### config.mk
export PLATFORM = sky130hd
export DESIGN_NAME = mips_multicycle_ctrl
export DESIGN_NICKNAME = d
export VERILOG_FILES = /design/src/rtl/mips_ctrl_pkg.sv /design/src/rtl/mips_retire_counter.sv /design/src/rtl/mips_multicycle_ctrl.sv
export SDC_FILE = /design/constraint.sdc
export NUM_CORES = 1
export LEC_CHECK = 0
export ABC_AREA = 1
export BUFFER_PORTS_ARGS = -buffer_cell sky130_fd_sc_hd__clkbuf_2
export CORE_ASPECT_RATIO = 1.75
export CORE_MARGIN = 5
export CORE_UTILIZATION = 41
export CTS_CLUSTER_DIAMETER = 120
export CTS_CLUSTER_SIZE = 10
export DETAILED_ROUTE_END_ITERATION = 8
export PLACE_DENSITY = 0.76
export SLEW_MARGIN = 10
export SYNTH_ARGS = -nofsm -noshare
export SYNTH_HDL_FRONTEND = slang
export SYNTH_SLANG_ARGS = --single-unit
### constraint.sdc
create_clock -name clk -period 2.8 [get_ports clk]
set_input_delay 0.56 -clock clk [delete_from_list [all_inputs] [get_ports clk]]
set_output_delay 0.56 -clock clk [all_outputs]
set_load 0.01 [all_outputs]
### src/rtl/mips_ctrl_pkg.sv
// mips_ctrl_pkg: shared encodings for the multi-cycle MIPS control path
package mips_ctrl_pkg;

   typedef enum logic [3:0] {
      S_IDLE      = 4'd0,
      S_FETCH     = 4'd1,
      S_DECODE    = 4'd2,
      S_MEM_ADDR  = 4'd3,
      S_MEM_RD    = 4'd4,
      S_MEM_WB    = 4'd5,
      S_MEM_WR    = 4'd6,
      S_R_EXEC    = 4'd7,
      S_R_WB      = 4'd8,
      S_BRANCH    = 4'd9,
      S_JUMP      = 4'd10,
      S_ADDI_EXEC = 4'd11,
      S_ADDI_WB   = 4'd12,
      S_HALT      = 4'd13
   } state_t;

   localparam logic [5:0] OP_RTYPE = 6'b000000;
   localparam logic [5:0] OP_LW    = 6'b100011;
   localparam logic [5:0] OP_SW    = 6'b101011;
   localparam logic [5:0] OP_BEQ   = 6'b000100;
   localparam logic [5:0] OP_J     = 6'b000010;
   localparam logic [5:0] OP_ADDI  = 6'b001000;

   localparam logic [1:0] ALUOP_ADD  = 2'b00;
   localparam logic [1:0] ALUOP_SUB  = 2'b01;
   localparam logic [1:0] ALUOP_FUNC = 2'b10;
   localparam logic [1:0] ALUOP_ADDI = 2'b11;

   localparam logic [1:0] SRCB_REG     = 2'b00;
   localparam logic [1:0] SRCB_FOUR    = 2'b01;
   localparam logic [1:0] SRCB_IMM     = 2'b10;
   localparam logic [1:0] SRCB_IMM_SH2 = 2'b11;

   localparam logic [1:0] PCSRC_ALU    = 2'b00;
   localparam logic [1:0] PCSRC_ALUOUT = 2'b01;
   localparam logic [1:0] PCSRC_JUMP   = 2'b10;

   function automatic logic is_legal(input logic [5:0] op);
      return op inside {OP_RTYPE, OP_LW, OP_SW, OP_BEQ, OP_J, OP_ADDI};
   endfunction

endpackage

### src/rtl/mips_retire_counter.sv
// mips_retire_counter: wrapping retired-instruction counter
module mips_retire_counter #(
   parameter int CNT_W = 32
) (
   input  logic             clk,
   input  logic             rst_n,
   input  logic             en,
   output logic [CNT_W-1:0] count
);

   logic [CNT_W-1:0] count_q, count_d;

   // advance by one per retirement, wrapping at 2^CNT_W
   always_comb count_d = en ? count_q + CNT_W'(1) : count_q;

   // counter register
   always_ff @(posedge clk or negedge rst_n)
      if (!rst_n) count_q <= '0;
      else        count_q <= count_d;

   assign count = count_q;

endmodule

### src/rtl/mips_multicycle_ctrl.sv
// mips_multicycle_ctrl: main control FSM of the multi-cycle MIPS core
module mips_multicycle_ctrl
   import mips_ctrl_pkg::*;
#(
   parameter bit ILLEGAL_HALT = 1'b1,
   parameter int CNT_W        = 32
) (
   input  logic             clk,
   input  logic             rst_n,
   input  logic [5:0]       opcode,
   input  logic             zero,
   input  logic             mem_ready,
   output logic             pc_write,
   output logic             pc_write_cond,
   output logic             pc_en,
   output logic             iord,
   output logic             mem_read,
   output logic             mem_write,
   output logic             ir_write,
   output logic             mem_to_reg,
   output logic             reg_dst,
   output logic             reg_write,
   output logic             alu_src_a,
   output logic [1:0]       alu_src_b,
   output logic [1:0]       alu_op,
   output logic [1:0]       pc_source,
   output logic             illegal_op,
   output logic             halted,
   output logic [CNT_W-1:0] retired
);

   state_t state_q, state_d;
   logic   retire;

   // state register
   always_ff @(posedge clk or negedge rst_n)
      if (!rst_n) state_q <= S_IDLE;
      else        state_q <= state_d;

   // next state and retirement strobe (retire marks the edge that completes an instruction)
   always_comb begin
      state_d = S_IDLE;
      retire  = 1'b0;
      case (state_q)
         S_IDLE:      state_d = S_FETCH;
         S_FETCH:     state_d = mem_ready ? S_DECODE : S_FETCH;
         S_DECODE:
            case (opcode)
               OP_RTYPE:     state_d = S_R_EXEC;
               OP_LW, OP_SW: state_d = S_MEM_ADDR;
               OP_BEQ:       state_d = S_BRANCH;
               OP_J:         state_d = S_JUMP;
               OP_ADDI:      state_d = S_ADDI_EXEC;
               default: begin
                  state_d = ILLEGAL_HALT ? S_HALT : S_FETCH;
                  retire  = !ILLEGAL_HALT;
               end
            endcase
         S_MEM_ADDR:  state_d = (opcode == OP_LW) ? S_MEM_RD : S_MEM_WR;
         S_MEM_RD:    state_d = mem_ready ? S_MEM_WB : S_MEM_RD;
         S_MEM_WB: begin
            state_d = S_FETCH;
            retire  = 1'b1;
         end
         S_MEM_WR: begin
            state_d = mem_ready ? S_FETCH : S_MEM_WR;
            retire  = mem_ready;
         end
         S_R_EXEC:    state_d = S_R_WB;
         S_ADDI_EXEC: state_d = S_ADDI_WB;
         S_R_WB, S_BRANCH, S_JUMP, S_ADDI_WB: begin
            state_d = S_FETCH;
            retire  = 1'b1;
         end
         S_HALT:      state_d = S_HALT;
         default:     state_d = S_IDLE;
      endcase
   end

   // control outputs decoded from state; FETCH strobes wait for the memory
   always_comb begin
      pc_write      = 1'b0;
      pc_write_cond = 1'b0;
      iord          = 1'b0;
      mem_read      = 1'b0;
      mem_write     = 1'b0;
      ir_write      = 1'b0;
      mem_to_reg    = 1'b0;
      reg_dst       = 1'b0;
      reg_write     = 1'b0;
      alu_src_a     = 1'b0;
      alu_src_b     = SRCB_REG;
      alu_op        = ALUOP_ADD;
      pc_source     = PCSRC_ALU;
      illegal_op    = 1'b0;
      halted        = 1'b0;
      case (state_q)
         S_FETCH: begin
            mem_read  = 1'b1;
            alu_src_b = SRCB_FOUR;
            ir_write  = mem_ready;
            pc_write  = mem_ready;
         end
         S_DECODE: begin
            alu_src_b  = SRCB_IMM_SH2;
            illegal_op = !is_legal(opcode);
         end
         S_MEM_ADDR, S_ADDI_EXEC: begin
            alu_src_a = 1'b1;
            alu_src_b = SRCB_IMM;
            alu_op    = (state_q == S_ADDI_EXEC) ? ALUOP_ADDI : ALUOP_ADD;
         end
         S_MEM_RD: begin
            mem_read = 1'b1;
            iord     = 1'b1;
         end
         S_MEM_WB: begin
            reg_write  = 1'b1;
            mem_to_reg = 1'b1;
         end
         S_MEM_WR: begin
            mem_write = 1'b1;
            iord      = 1'b1;
         end
         S_R_EXEC: begin
            alu_src_a = 1'b1;
            alu_op    = ALUOP_FUNC;
         end
         S_R_WB: begin
            reg_write = 1'b1;
            reg_dst   = 1'b1;
         end
         S_BRANCH: begin
            alu_src_a     = 1'b1;
            alu_op        = ALUOP_SUB;
            pc_write_cond = 1'b1;
            pc_source     = PCSRC_ALUOUT;
         end
         S_JUMP: begin
            pc_write  = 1'b1;
            pc_source = PCSRC_JUMP;
         end
         S_ADDI_WB: reg_write = 1'b1;
         S_HALT:    halted    = 1'b1;
         default: ;
      endcase
   end

   assign pc_en = pc_write | (pc_write_cond & zero);

   mips_retire_counter #(.CNT_W(CNT_W)) u_retire_counter (
      .clk   (clk),
      .rst_n (rst_n),
      .en    (retire),
      .count (retired)
   );

endmodule

==> metrics.txt <==
Filler cells 611; Antenna Cells 0; most common cell after layout, fill and taps aside nand2_1; die area 7955 sq um; reg-to-reg endpoint u_retire_counter.count[0]$_DFFE_PN0P_; Detailed Place HPWL 5.755 mm; flop and latch count out of synthesis 36; Critical Path Fanout Max 5; top cell type's share of synthesized area 35.35%; clk_lat worst skew 0.30 ns; startpoint types flip-flop; IO Count 61; Post-Synth XOR/XNOR Area 3.780%; CTS root buffer clkbuf_8; vias in the first global route 2,776; RSZ-0062 raised after global routing false; Clock Sinks 36; Power Total 1.898 mW; post-CTS setup buffers 0; # port buffers 60; GP Congestion 0.9736; DRT Pass-1 Iters 4; fin cells 545; CTS HTree Levels 2; Slew Limit Headroom 38.95%; most frequent cells in the layout 152 x nand2_1, 65 x nor2_1, 60 x clkbuf_2, 43 x nand3_1, 37 x inv_1; Worst EP arrival 1.80 ns; Crit path required time 2.24 ns; routed vias/inst 4.994; DRT antenna net count 0; Simple-Gate Fraction of Synth Area 48.70%; drt wl/cell 13.15 microns; Cell Area, Synth 2549 sq um; Final period util 84.42%; Post-Syn Area per Cell 6.309 sq um; largest area contributor in the netlist dfrtp_1; Slew @ Worst Pin 0.9158 ns; VDD IR-drop max 0.5415 mV; main area contributors after synthesis dfrtp_1 35%, nand2_1 22%, nor2_1 9.6%; crit path kind reg -> out; clk buf depth 2; initial drt markers 189; Final nets 475; max frequency 0.4231 GHz; global-route wire length before repair 12.41 mm; Post-Route WL 7.169 mm; CORE AREA 6133 sq um; fin util 48.74%; largest net degree at the start of global routing 37; TritonCTS Buffers 5; die height 114.3 microns; Hold Buf Count CTS 0; post-synthesis mux area share 0%; detailed-route via count 2,722; Max Cap Viol 0; Synth Area in Adders 0.4909%; layout overhead on the synthesized area 17.28%; clock skew 0.009642 ns; Setup Viol. Count Final 0; drc violations 0; P_leak 1.486 nW; TritonCTS clock tree built; placed insts 537; Fin. Hold Viols 0; fraction of layout cells with a size suffix above 1 18.49%; initial core utilization 41.55%; Syn Nets 415; post-synth cell types 24; min Tclk post-route 2.364 ns; Post-Route Setup TNS 0 ns; Die W 69.60 microns; Worst-path clk slew 0.08 ns; hold crit path type in -> async; GRT Overall Usage 19.37%; CTS resizes 0; Worst Setup End Kind primary output; antenna violations before repair 0; PwrDens 635.0 nW/um^2; row count 38; Synth Warn # 0; fin. max-slew vios 0; worst reg2reg path depth 7; reg2reg setup slack 0.61 ns; sequential share of the synthesized area 35.35%; Mapped Cells 404; main combinational cell family by area after synthesis simple AND/OR/NAND/NOR gates; compound-gate portion of the synthesized area 3.093%; launching point of the worst reg2reg path state_q[3]$_DFF_PN0_; Congestion Overflow GR 0; status complete, no violations
## critical path, cell delays in order (launching register included)
cell,delay (ns)
dfrtp_1,0.44
nor2_1,0.29
inv_1,0.10
nor2_1,0.26
nand3_1,0.14
nor2_1,0.12
clkbuf_2,0.14
## cell type report
| type | count | area (sq um) | area share, % |
|---|---|---|---|
| multi-input combinational | 318 | 1429 | 47.80 |
| sequential | 36 | 900.9 | 30.14 |
| timing repair buffer | 61 | 307.8 | 10.30 |
| inverter | 42 | 157.7 | 5.274 |
| tap | 80 | 100.1 | 3.349 |
| clock buffer | 7 | 86.33 | 2.888 |
| clock inverter | 1 | 7.507 | 0.2512 |
## cell usage after synthesis
library cell / instances
nand2_1: 152
nor2_1: 65
nand3_1: 43
inv_1: 37
dfrtp_1: 36
o21ai_0: 12
xor2_1: 11
nand4_1: 9
nor2_2: 6
inv_2: 5
nand3b_1: 5
buf_4: 4
nand2_2: 4
nor3_1: 3
buf_6: 2
nor2_4: 2
a211oi_1: 1
a21oi_1: 1
buf_2: 1
clkbuf_1: 1
ha_1: 1
nand3_2: 1
nor3b_1: 1
o22ai_1: 1
## flip-flops by register name, indices dropped and copies added, names as in the netlist
| signal | flops |
|---|---|
| state_q | 4 |
| u_retire_counter.count | 32 |
## through the flow
stage	setup WS, ns	area [sq um]	hold slack, ns
6_report	0.4363	2989	0.3790
5_1_grt	0.2308	2989	0.4686
4_1_cts	0.4433	2989	0.4163
3_5_place_dp	0.5957	2895	0.5213
3_3_place_gp	0.6503	2895	0.5098
2_1_floorplan	1.058	2549	0.2644
## power by group
group	leakage [nW]	internal (mW)	total (mW)	switching (mW)
combinational	0.954	0.251	0.853	0.603
clock	0.0445	0.200	0.398	0.198
sequential	0.487	0.576	0.647	0.0713
total	1.49	1.03	1.90	0.872
## cells by family (layout without fill, tap and decap cells)
logic type                 after synthesis  in the layout
and+or+nand+nor                        291            291
buffers and inverters                   50            111
DFF                                     36             36
AOI/OAI and AO/OA                       15             15
xor gates and xnor gates                11             11
adders and majority gates                1              1
## worst max-delay path by stage
stage               depth (start not counted)            startpoint  slack (ns)                                     to
floorplan                                   5  state_q[3]$_DFF_PN0_        1.06                             illegal_op
global placement                            5             mem_ready        0.65  u_retire_counter.count[0]$_DFFE_PN0P_
detailed placement                          5             mem_ready        0.60  u_retire_counter.count[0]$_DFFE_PN0P_
CTS                                         6  state_q[3]$_DFF_PN0_        0.44                             illegal_op
global route                                6  state_q[2]$_DFF_PN0_        0.23                             illegal_op
finish                                      6  state_q[3]$_DFF_PN0_        0.44                             illegal_op
## metal layers
| metal | global-route usage (%) | vias to the layer above | wire length, microns |
|---|---|---|---|
| li1 | - | 1381 | - |
| met1 | 18.62 | 1210 | 2537 |
| met2 | 36.35 | 102 | 3859 |
| met3 | 4.745 | 29 | 402 |
| met4 | 11.99 | 0 | 369 |
| met5 | 0 | - | 0 |
Note: power is estimated with default switching activity, not from simulation.
